$ cat src/rtl/dmi_req_ctrl.sv
// -----------------------------------------------------------------------------
// dmi_req_ctrl
//
// Purpose:
//    Debug Module Interface request controller on the JTAG (TCK) side. Owns the
//    DMI data register (DR = {address, data[31:0], op[1:0]}, op at the LSBs),
//    turns an Update-DR into a single read or write request, collects the
//    response, and keeps the sticky DMI error status reported via DTMCS.
//
// Ports:
//    clk_i, rst_i            TCK and asynchronous active-high reset
//    test_logic_reset_i      TAP Test-Logic-Reset: clears the DR
//    capture_dr_i            TAP Capture-DR strobe
//    shift_dr_i              TAP Shift-DR strobe
//    update_dr_i             TAP Update-DR strobe
//    dmi_access_i            IR selects DMI
//    dtmcs_select_i          IR selects DTMCS
//    dmi_reset_i             DTMCS dmireset bit (clears sticky error)
//    dmi_tdi_i / dmi_tdo_o   serial data in / out (tdo = DR[0])
//    dmi_error_o             sticky status: 0 none, 2 op failed, 3 busy
//    req_*                   request channel towards the debug module
//    resp_*                  response channel from the debug module
//    dbg_state_o             current FSM state (for checkers / debug)
//
// Handshake semantics (both channels):
//    A beat transfers on a rising edge where valid and ready are both high.
//    The request side raises req_valid_o one cycle after an accepted Update-DR
//    and holds req_addr_o/req_data_o/req_op_o stable until req_ready_i.
//    resp_ready_o is tied high; a response beat is consumed only while waiting
//    for one, otherwise it is dropped without side effects.
// -----------------------------------------------------------------------------
module dmi_req_ctrl #(
   parameter int unsigned AddrWidth     = 7,
   parameter bit          WaitWriteResp = 1'b0,
   parameter int unsigned TimeoutCycles = 0
) (
   input  logic                 clk_i,
   input  logic                 rst_i,
   input  logic                 test_logic_reset_i,
   input  logic                 capture_dr_i,
   input  logic                 shift_dr_i,
   input  logic                 update_dr_i,
   input  logic                 dmi_access_i,
   input  logic                 dtmcs_select_i,
   input  logic                 dmi_reset_i,
   input  logic                 dmi_tdi_i,
   output logic                 dmi_tdo_o,
   output logic [1:0]           dmi_error_o,
   output logic                 req_valid_o,
   input  logic                 req_ready_i,
   output logic [AddrWidth-1:0] req_addr_o,
   output logic [31:0]          req_data_o,
   output logic [1:0]           req_op_o,
   input  logic                 resp_valid_i,
   output logic                 resp_ready_o,
   input  logic [31:0]          resp_data_i,
   input  logic [1:0]           resp_status_i,
   output logic [2:0]           dbg_state_o
);

   localparam int unsigned DrW = AddrWidth + 34;

   // Last count value before the wait is abandoned; unused when TimeoutCycles==0.
   localparam logic [15:0] TimeoutLast =
      (TimeoutCycles == 0) ? 16'd0 : 16'(TimeoutCycles - 1);

   typedef enum logic [2:0] {
      ST_IDLE       = 3'd0,
      ST_READ       = 3'd1,
      ST_WAIT_READ  = 3'd2,
      ST_WRITE      = 3'd3,
      ST_WAIT_WRITE = 3'd4
   } state_e;

   state_e                r_state;
   logic [DrW-1:0]        r_dr;
   logic [AddrWidth-1:0]  r_addr;
   logic [31:0]           r_data;
   logic [1:0]            r_error;
   logic [15:0]           r_cnt;

   state_e                w_next_state;
   logic                  w_update;
   logic                  w_capture;
   logic                  w_shift;
   logic                  w_busy;
   logic [1:0]            w_cap_status;
   logic                  w_latch_req;
   logic                  w_resp_take;
   logic                  w_fail;
   logic                  w_timeout_hit;
   logic                  w_err_clear;
   logic                  w_in_wait;

   // ---------------------------------------------------------------------------
   // Strobe qualification and busy detection
   // ---------------------------------------------------------------------------
   always_comb begin
      w_update  = update_dr_i  & dmi_access_i;
      w_capture = capture_dr_i & dmi_access_i;
      w_shift   = shift_dr_i   & dmi_access_i;

      // Capturing while a write request is still being offered is not busy:
      // the data field captured then is the write data, which is still valid.
      w_busy = (w_update & (r_state != ST_IDLE)) |
               (w_capture & ((r_state == ST_READ) |
                             (r_state == ST_WAIT_READ) |
                             (r_state == ST_WAIT_WRITE)));

      if (r_error != 2'd0) begin
         w_cap_status = r_error;
      end else if (w_busy) begin
         w_cap_status = 2'd3;
      end else begin
         w_cap_status = 2'd0;
      end

      w_in_wait     = (r_state == ST_WAIT_READ) | (r_state == ST_WAIT_WRITE);
      w_timeout_hit = (TimeoutCycles != 0) && (r_cnt == TimeoutLast);
      w_err_clear   = dmi_reset_i & dtmcs_select_i;
   end

   // ---------------------------------------------------------------------------
   // FSM: next state and request outputs
   // ---------------------------------------------------------------------------
   always_comb begin
      w_next_state = r_state;
      w_latch_req  = 1'b0;
      w_resp_take  = 1'b0;
      w_fail       = 1'b0;
      req_valid_o  = 1'b0;
      req_op_o     = 2'd0;

      unique case (r_state)
         ST_IDLE: begin
            if (w_update && (r_error == 2'd0)) begin
               w_latch_req = 1'b1;
               if (r_dr[1:0] == 2'd1) begin
                  w_next_state = ST_READ;
               end else if (r_dr[1:0] == 2'd2) begin
                  w_next_state = ST_WRITE;
               end
            end
         end
         ST_READ: begin
            req_valid_o = 1'b1;
            req_op_o    = 2'd1;
            if (req_ready_i) begin
               w_next_state = ST_WAIT_READ;
            end
         end
         ST_WRITE: begin
            req_valid_o = 1'b1;
            req_op_o    = 2'd2;
            if (req_ready_i) begin
               w_next_state = WaitWriteResp ? ST_WAIT_WRITE : ST_IDLE;
            end
         end
         ST_WAIT_READ, ST_WAIT_WRITE: begin
            if (resp_valid_i) begin
               w_next_state = ST_IDLE;
               w_resp_take  = 1'b1;
               w_fail       = (resp_status_i != 2'd0);
            end else if (w_timeout_hit) begin
               w_next_state = ST_IDLE;
               w_fail       = 1'b1;
            end
         end
         default: begin
            w_next_state = ST_IDLE;
         end
      endcase
   end

   // ---------------------------------------------------------------------------
   // Sequential state
   // ---------------------------------------------------------------------------
   always_ff @(posedge clk_i or posedge rst_i) begin
      if (rst_i) begin
         r_state <= ST_IDLE;
         r_dr    <= '0;
         r_addr  <= '0;
         r_data  <= '0;
         r_error <= 2'd0;
         r_cnt   <= 16'd0;
      end else begin
         r_state <= w_next_state;

         // Test-Logic-Reset outranks shift, which outranks capture.
         if (test_logic_reset_i) begin
            r_dr <= '0;
         end else if (w_shift) begin
            r_dr <= {dmi_tdi_i, r_dr[DrW-1:1]};
         end else if (w_capture) begin
            r_dr <= {r_addr, r_data, w_cap_status};
         end

         if (w_latch_req) begin
            r_addr <= r_dr[DrW-1:34];
            r_data <= r_dr[33:2];
         end else if (w_resp_take && (r_state == ST_WAIT_READ)) begin
            r_data <= resp_data_i;
         end

         // First error wins; an explicit clear beats a same-cycle set.
         if (w_err_clear) begin
            r_error <= 2'd0;
         end else if ((r_error == 2'd0) && (w_fail || w_busy)) begin
            r_error <= w_fail ? 2'd2 : 2'd3;
         end

         if (w_in_wait && (w_next_state == r_state)) begin
            r_cnt <= r_cnt + 16'd1;
         end else begin
            r_cnt <= 16'd0;
         end
      end
   end

   assign dmi_tdo_o    = r_dr[0];
   assign dmi_error_o  = r_error;
   assign req_addr_o   = r_addr;
   assign req_data_o   = r_data;
   assign resp_ready_o = 1'b1;
   assign dbg_state_o  = r_state;

endmodule

$ cat config.mk
export PLATFORM = sky130hd
export DESIGN_NAME = dmi_req_ctrl
export DESIGN_NICKNAME = d
export VERILOG_FILES = /design/src/rtl/dmi_req_ctrl.sv
export SDC_FILE = /design/constraint.sdc
export NUM_CORES = 1
export LEC_CHECK = 0
export BUFFER_PORTS_ARGS = -buffer_cell sky130_fd_sc_hd__buf_2
export CAP_MARGIN = 30
export CELL_PAD_IN_SITES_DETAIL_PLACEMENT = 1
export CELL_PAD_IN_SITES_GLOBAL_PLACEMENT = 1
export CORE_MARGIN = 2
export CORE_UTILIZATION = 37
export DETAILED_ROUTE_END_ITERATION = 6
export GPL_TIMING_DRIVEN = 1
export PLACE_DENSITY = 0.75
export SETUP_SLACK_MARGIN = 0.15
export SKIP_LAST_GASP = 1
export SLEW_MARGIN = 20
export SYNTH_ARGS = -nofsm -noshare
export SYNTH_HDL_FRONTEND = slang
export SYNTH_SLANG_ARGS = --single-unit
$ cat constraint.sdc
create_clock -name clk_i -period 2.8 [get_ports clk_i]
set_clock_uncertainty 0.1 [all_clocks]
set_input_delay 0.56 -clock clk_i [delete_from_list [all_inputs] [get_ports clk_i]]
set_output_delay 0.56 -clock clk_i [all_outputs]
set_load 0.03 [all_outputs]
# Word level (Yosys, flattened, before mapping)
# Cells that the tools add are included.
dict set report word_totals {
  regBits 85
  latchBits 0
  output_inout_bits 49
  mem_bits_ro 0
  ram_bits 0
  input_bits 46
  n_memories 0
  elab_cells 65
}
dict set report op_classes {
  order_cmp 0
  mul 0
  bitwise_logic 9
  shifts 0
  div_mod_pow 0
  n_addsub 0
  muxes 25
  eq_ne 11
  reduce_logical 15
}
# cell count
set op_table {}
lappend op_table {{two-way mux 41 bit} 3}
lappend op_table {{two-way mux 32 bit} 2}
lappend op_table {{two-way mux 3 bit} 6}
lappend op_table {{one-hot mux 3 bit (4 select lines)} 1}
lappend op_table {{two-way mux 1 bit} 8}
lappend op_table {{two-way mux 2 bit} 4}
lappend op_table {{inequality test 2 bit, second input constant} 4}
lappend op_table {{nonzero test 2 bit} 4}
lappend op_table {{AND 1 bit} 6}
lappend op_table {{equality test 3 x 2 -> 1 bit, second input constant} 2}
lappend op_table {{nonzero test 3 bit} 2}
lappend op_table {{AND reduction 5 bit} 1}
lappend op_table {{one-hot mux 2 bit (2 select lines)} 1}
lappend op_table {{OR reduction 2 bit} 2}
lappend op_table {{equality test 3 x 1 -> 1 bit, second input constant} 1}
lappend op_table {{equality test 3 bit, second input constant} 1}
lappend op_table {{logical AND 1 bit} 3}
lappend op_table {{logical NOT 3 bit} 1}
lappend op_table {{inequality test 3 bit, second input constant} 1}
lappend op_table {{OR 1 bit} 3}
lappend op_table {{equality test 2 x 1 -> 1 bit, second input constant} 1}
lappend op_table {{equality test 2 bit, second input constant} 1}
lappend op_table {{logical NOT 2 bit} 1}
lappend op_table {{logical OR 1 bit} 1}

# Longest topological paths before layout
dict set report depth {
  depth_word 10
  ltp_mapped 7
  ltp_nobuf 6
}

# Worst setup path before layout
# OpenSTA, ideal clock, no wires.
dict set report synth_timing {
  path_kind {register -> register}
  from {register r_state[0], in the netlist dbg_state_o[0]}
  to {register r_data[10], in the netlist req_data_o[10]}
  setup_ns 0.127
  stages_incl_launch_ff 7
  path_slack_ns 0.930
  arrival_time_ns 1.643
  path_buffers 1
  cell_sequence {dfrtp_1 > inv_1 > ha_1 > nand2_1 > buf_2 > mux2i_1 > o21ai_0}
}
dict set report synth_via {
  elab_chain_len 5
  elab_cells_between_ends 9
  classes_between {2 x eq/ne; 3 x mux; 4 x reduce/logical}
}
# element line_no
set synth_lines {}
lappend synth_lines {{start: declaration} 75} ;# state_e r_state;
lappend synth_lines {{start signal: assignment} 187} ;# r_state <= w_next_state;
lappend synth_lines {{equality test 3 x 2 -> 1 bit / equality test 3 bit (equally long branches)} {134, 201}}
lappend synth_lines {{OR reduction 2 bit} 134} ;# unique case (r_state)
lappend synth_lines {{two-way mux 1 bit} 134}
lappend synth_lines {{logical AND 1 bit} 201} ;# end else if (w_resp_take && (r_state == ST_WAIT_READ)) begin
lappend synth_lines {{nonzero test 2 bit (no line)} n/a}
lappend synth_lines {{end signal: assignment} 200} ;# r_data <= r_dr[33:2];
lappend synth_lines {{end signal: assignment} 202} ;# r_data <= resp_data_i;
lappend synth_lines {{end: declaration} 78} ;# logic [31:0] r_data;
# Several ways; a longest one is shown, not always the timed one.
# A chain may end at the register's enable or synchronous reset.

# Worst setup path in the final report
dict set report layout_timing {
  from {register r_state[1], in the netlist dbg_state_o[1]}
  to {output port req_valid_o}
}
dict set report layout_via {
  elab_chain_len 3
  elab_cells_between_ends 4
  classes_between {2 x eq/ne; 1 x mux; 1 x reduce/logical}
}
# element line_no
set layout_lines {}
lappend layout_lines {{equality test 3 x 1 -> 1 bit / equality test 3 x 2 -> 1 bit (equally long branches)} 134}
lappend layout_lines {{OR reduction 2 bit (no line) (*)} n/a}
lappend layout_lines {{two-way mux 1 bit (*)} 134}
lappend layout_lines {{end: declaration} 49} ;# output logic req_valid_o,
# Mark *: on every way between the ends. The rest lies on a longest branch, timed or not.

==> metrics <==
vias per cell=4.96; Synthesized Nets=436; most frequent cells in the layout=buf_2, dfrtp_1, nand2_1, mux2i_1, o21ai_1; Hold Path Class=in -> async; Slowest-stage cell, CP=dfrtp_1; Post-route DRC=0; Syn-to-layout area delta=20.0%; Syn Inst Count=roughly 380; Setup CP Type=reg -> out; number of global-route vias before repair=3357; clock sinks=84; Fin. Hold Viols=0; hold buffer count at cts=0; crit path max fanout=5; Worst setup EP type=output port; Top FF cell, synth=dfrtp_1; max cap viols=0; Final Wtd Congestion=roughly 0.84; synth unique cells=29; Resized Gates After CTS=0; Diodes inserted=0; Post-Layout Cell Count=606; NumNets Final=521; Final Max Slew Viols=0; top-area cell type share of the netlist area=~53%; register area share after synthesis=52.5%; IO Count=95; Die X=between 100 and 150 um; DRT met1 WL=4.52 mm; Routed WL=9.82 mm; Avg Synthesized Cell Area=10.5 um^2; cts bufs inserted=9; largest net degree at the start of global routing=85; Synth area leaders=dfrtp_1, mux2i_1, nand2_1; detailed placement HPWL=6.47 mm; clock buffer depth=2; row count=37; H-Tree Depth=3; PortBufs=92; initial antenna violation count=0; # placed instances=roughly 590; Place WS=724 ps; Initial DRC Count=115; wire length on met3=285 um; RSZ-0062 raised after global routing=no; Initial Utilization=38.4%; layout cells sized above 1=25.5%; WP data arrival=1490 ps; status=finished, final reports clean; Ys Warns=0; GRT Overall Usage=between 10% and 20%; Post-Syn Area=4000 um^2; max incr delay on CP=440 ps; total grt overflow=0; worst path buffer plus inverter count=3; crit-path most repeated cell=inv_1; CP cell instances=inv_1 -> ha_1 -> nor2_1 -> inv_1 -> buf_2; worst hold slack=approximately 230 ps; Pwr Total=between 4000 and 5000 uW; Worst Path Required=2140 ps; Fmax=around 460 MHz; Tcrit/Tclk final=76.8%; Core Region=between 10000 and 15000 um^2; Root Driver=clkbuf_8; DR WL/cell=16.2 um; Die Ht=between 100 and 150 um; leakage power=0.00259 uW; Crit path max-delay family=flip-flops; Seq cells post-synth=84; final setup fails=0; number of flops mapped to enable cells by yosys=0; setup ws final=approximately 650 ps; fillers=1222; top routing layer in use=met4; CTS tree=built; Synth area leader=dfrtp_1; first drt pass iteration count=4; remaining antenna violation count=0; DR WL met2=4.80 mm; first-pass GRT wire length=16.4 mm; worst slew pin tran=approximately 570 ps; Die ar.=11700 um^2; leading cell type in the layout, fill and taps excluded=buf_2; total setup buffers inserted after CTS=0; Pwr Density=951 nW/um^2; ys async rst share=100%; Total Neg Setup Slack=0 ps; crit path launch type=flip-flop; Clk pin slew, worst setup/hold paths=80 ps; max_slew headroom=62.1%; Max rail drop VDD=about 0.36 mV; Via Count=3007; Skew-Pair Late Insertion Delay=350 ps; minimum clock period after layout=about 2200 ps
-- report_power, final --
part           internal, uW  switching [uW]
combinational           635            1190
sequential             1530             286
clock                   492             434
total                  2660            1910
-- per-layer routing --
layer  vias to the layer above  global-route usage (%)
met3                        16                    3.13
li1                       1468                       -
met1                      1462                    22.7
met2                        61                    30.5
met4                         0                    6.59
met5                         -                       0
-- tightest hold or removal path, cell delays in order --
cell and delay (ps):
buf_2 110, clkinvlp_4 70, buf_12 360
-- flip-flops by register name, indices dropped and copies added (netlist names) --
register / flops
r_dr: 41
req_data_o: 32
req_addr_o: 7
dmi_error_o: 2
dbg_state_o: 2
-- cells in the mapped netlist, types with 4 or more instances --
cell	n
dfrtp_1	84
nand2_1	76
mux2i_1	72
o21ai_1	39
o21ai_0	35
buf_2	16
ha_1	8
inv_1	8
a21oi_1	6
mux2_1	6
nand2b_1	5
clkbuf_2	4
-- metrics by stage --
stage	util, %	cell area [um^2]
after detailed placement	44.1	4600
after global placement	44.1	4600
final	46.1	4800
after floorplan	-	4000
after global routing	46.1	4800
after CTS	46.1	4800
-- layout make-up --
type | count | area (um^2) | area share [%]
sequential | 84 | 2100 | 43.8
inverter | 8 | 33.8 | 0.704
timing repair buffer | 99 | 551 | 11.5
multi-input combinational | 265 | 1740 | 36.3
clock buffer | 9 | 124 | 2.58
clock inverter | 5 | 78.8 | 1.64
tap | 136 | 170 | 3.55
-- worst paths after layout --
path                                start              to  slack (ps)  depth (start not counted)
setup reg to reg           dbg_state_o[0]  req_data_o[12]         720                          6
hold reg to reg                   r_dr[7]   req_data_o[5]         420                          2
max in group asynchronous           rst_i        r_dr[32]        2010                          3
min in group clk_i         dtmcs_select_i  dmi_error_o[1]         300                          2
setup / recovery           dbg_state_o[1]     req_valid_o         650                          5
hold / removal                      rst_i         r_dr[6]         230                          3
-- kinds of logic after synthesis --
logic type	synth area share [%]
flops	52.5
simple gates	9.48
mux	20.0
buf+inv	4.19
fa+ha+maj	2.50
other cells	0.188
compound gates	11.1
Note: power is estimated with default switching activity, not from simulation.
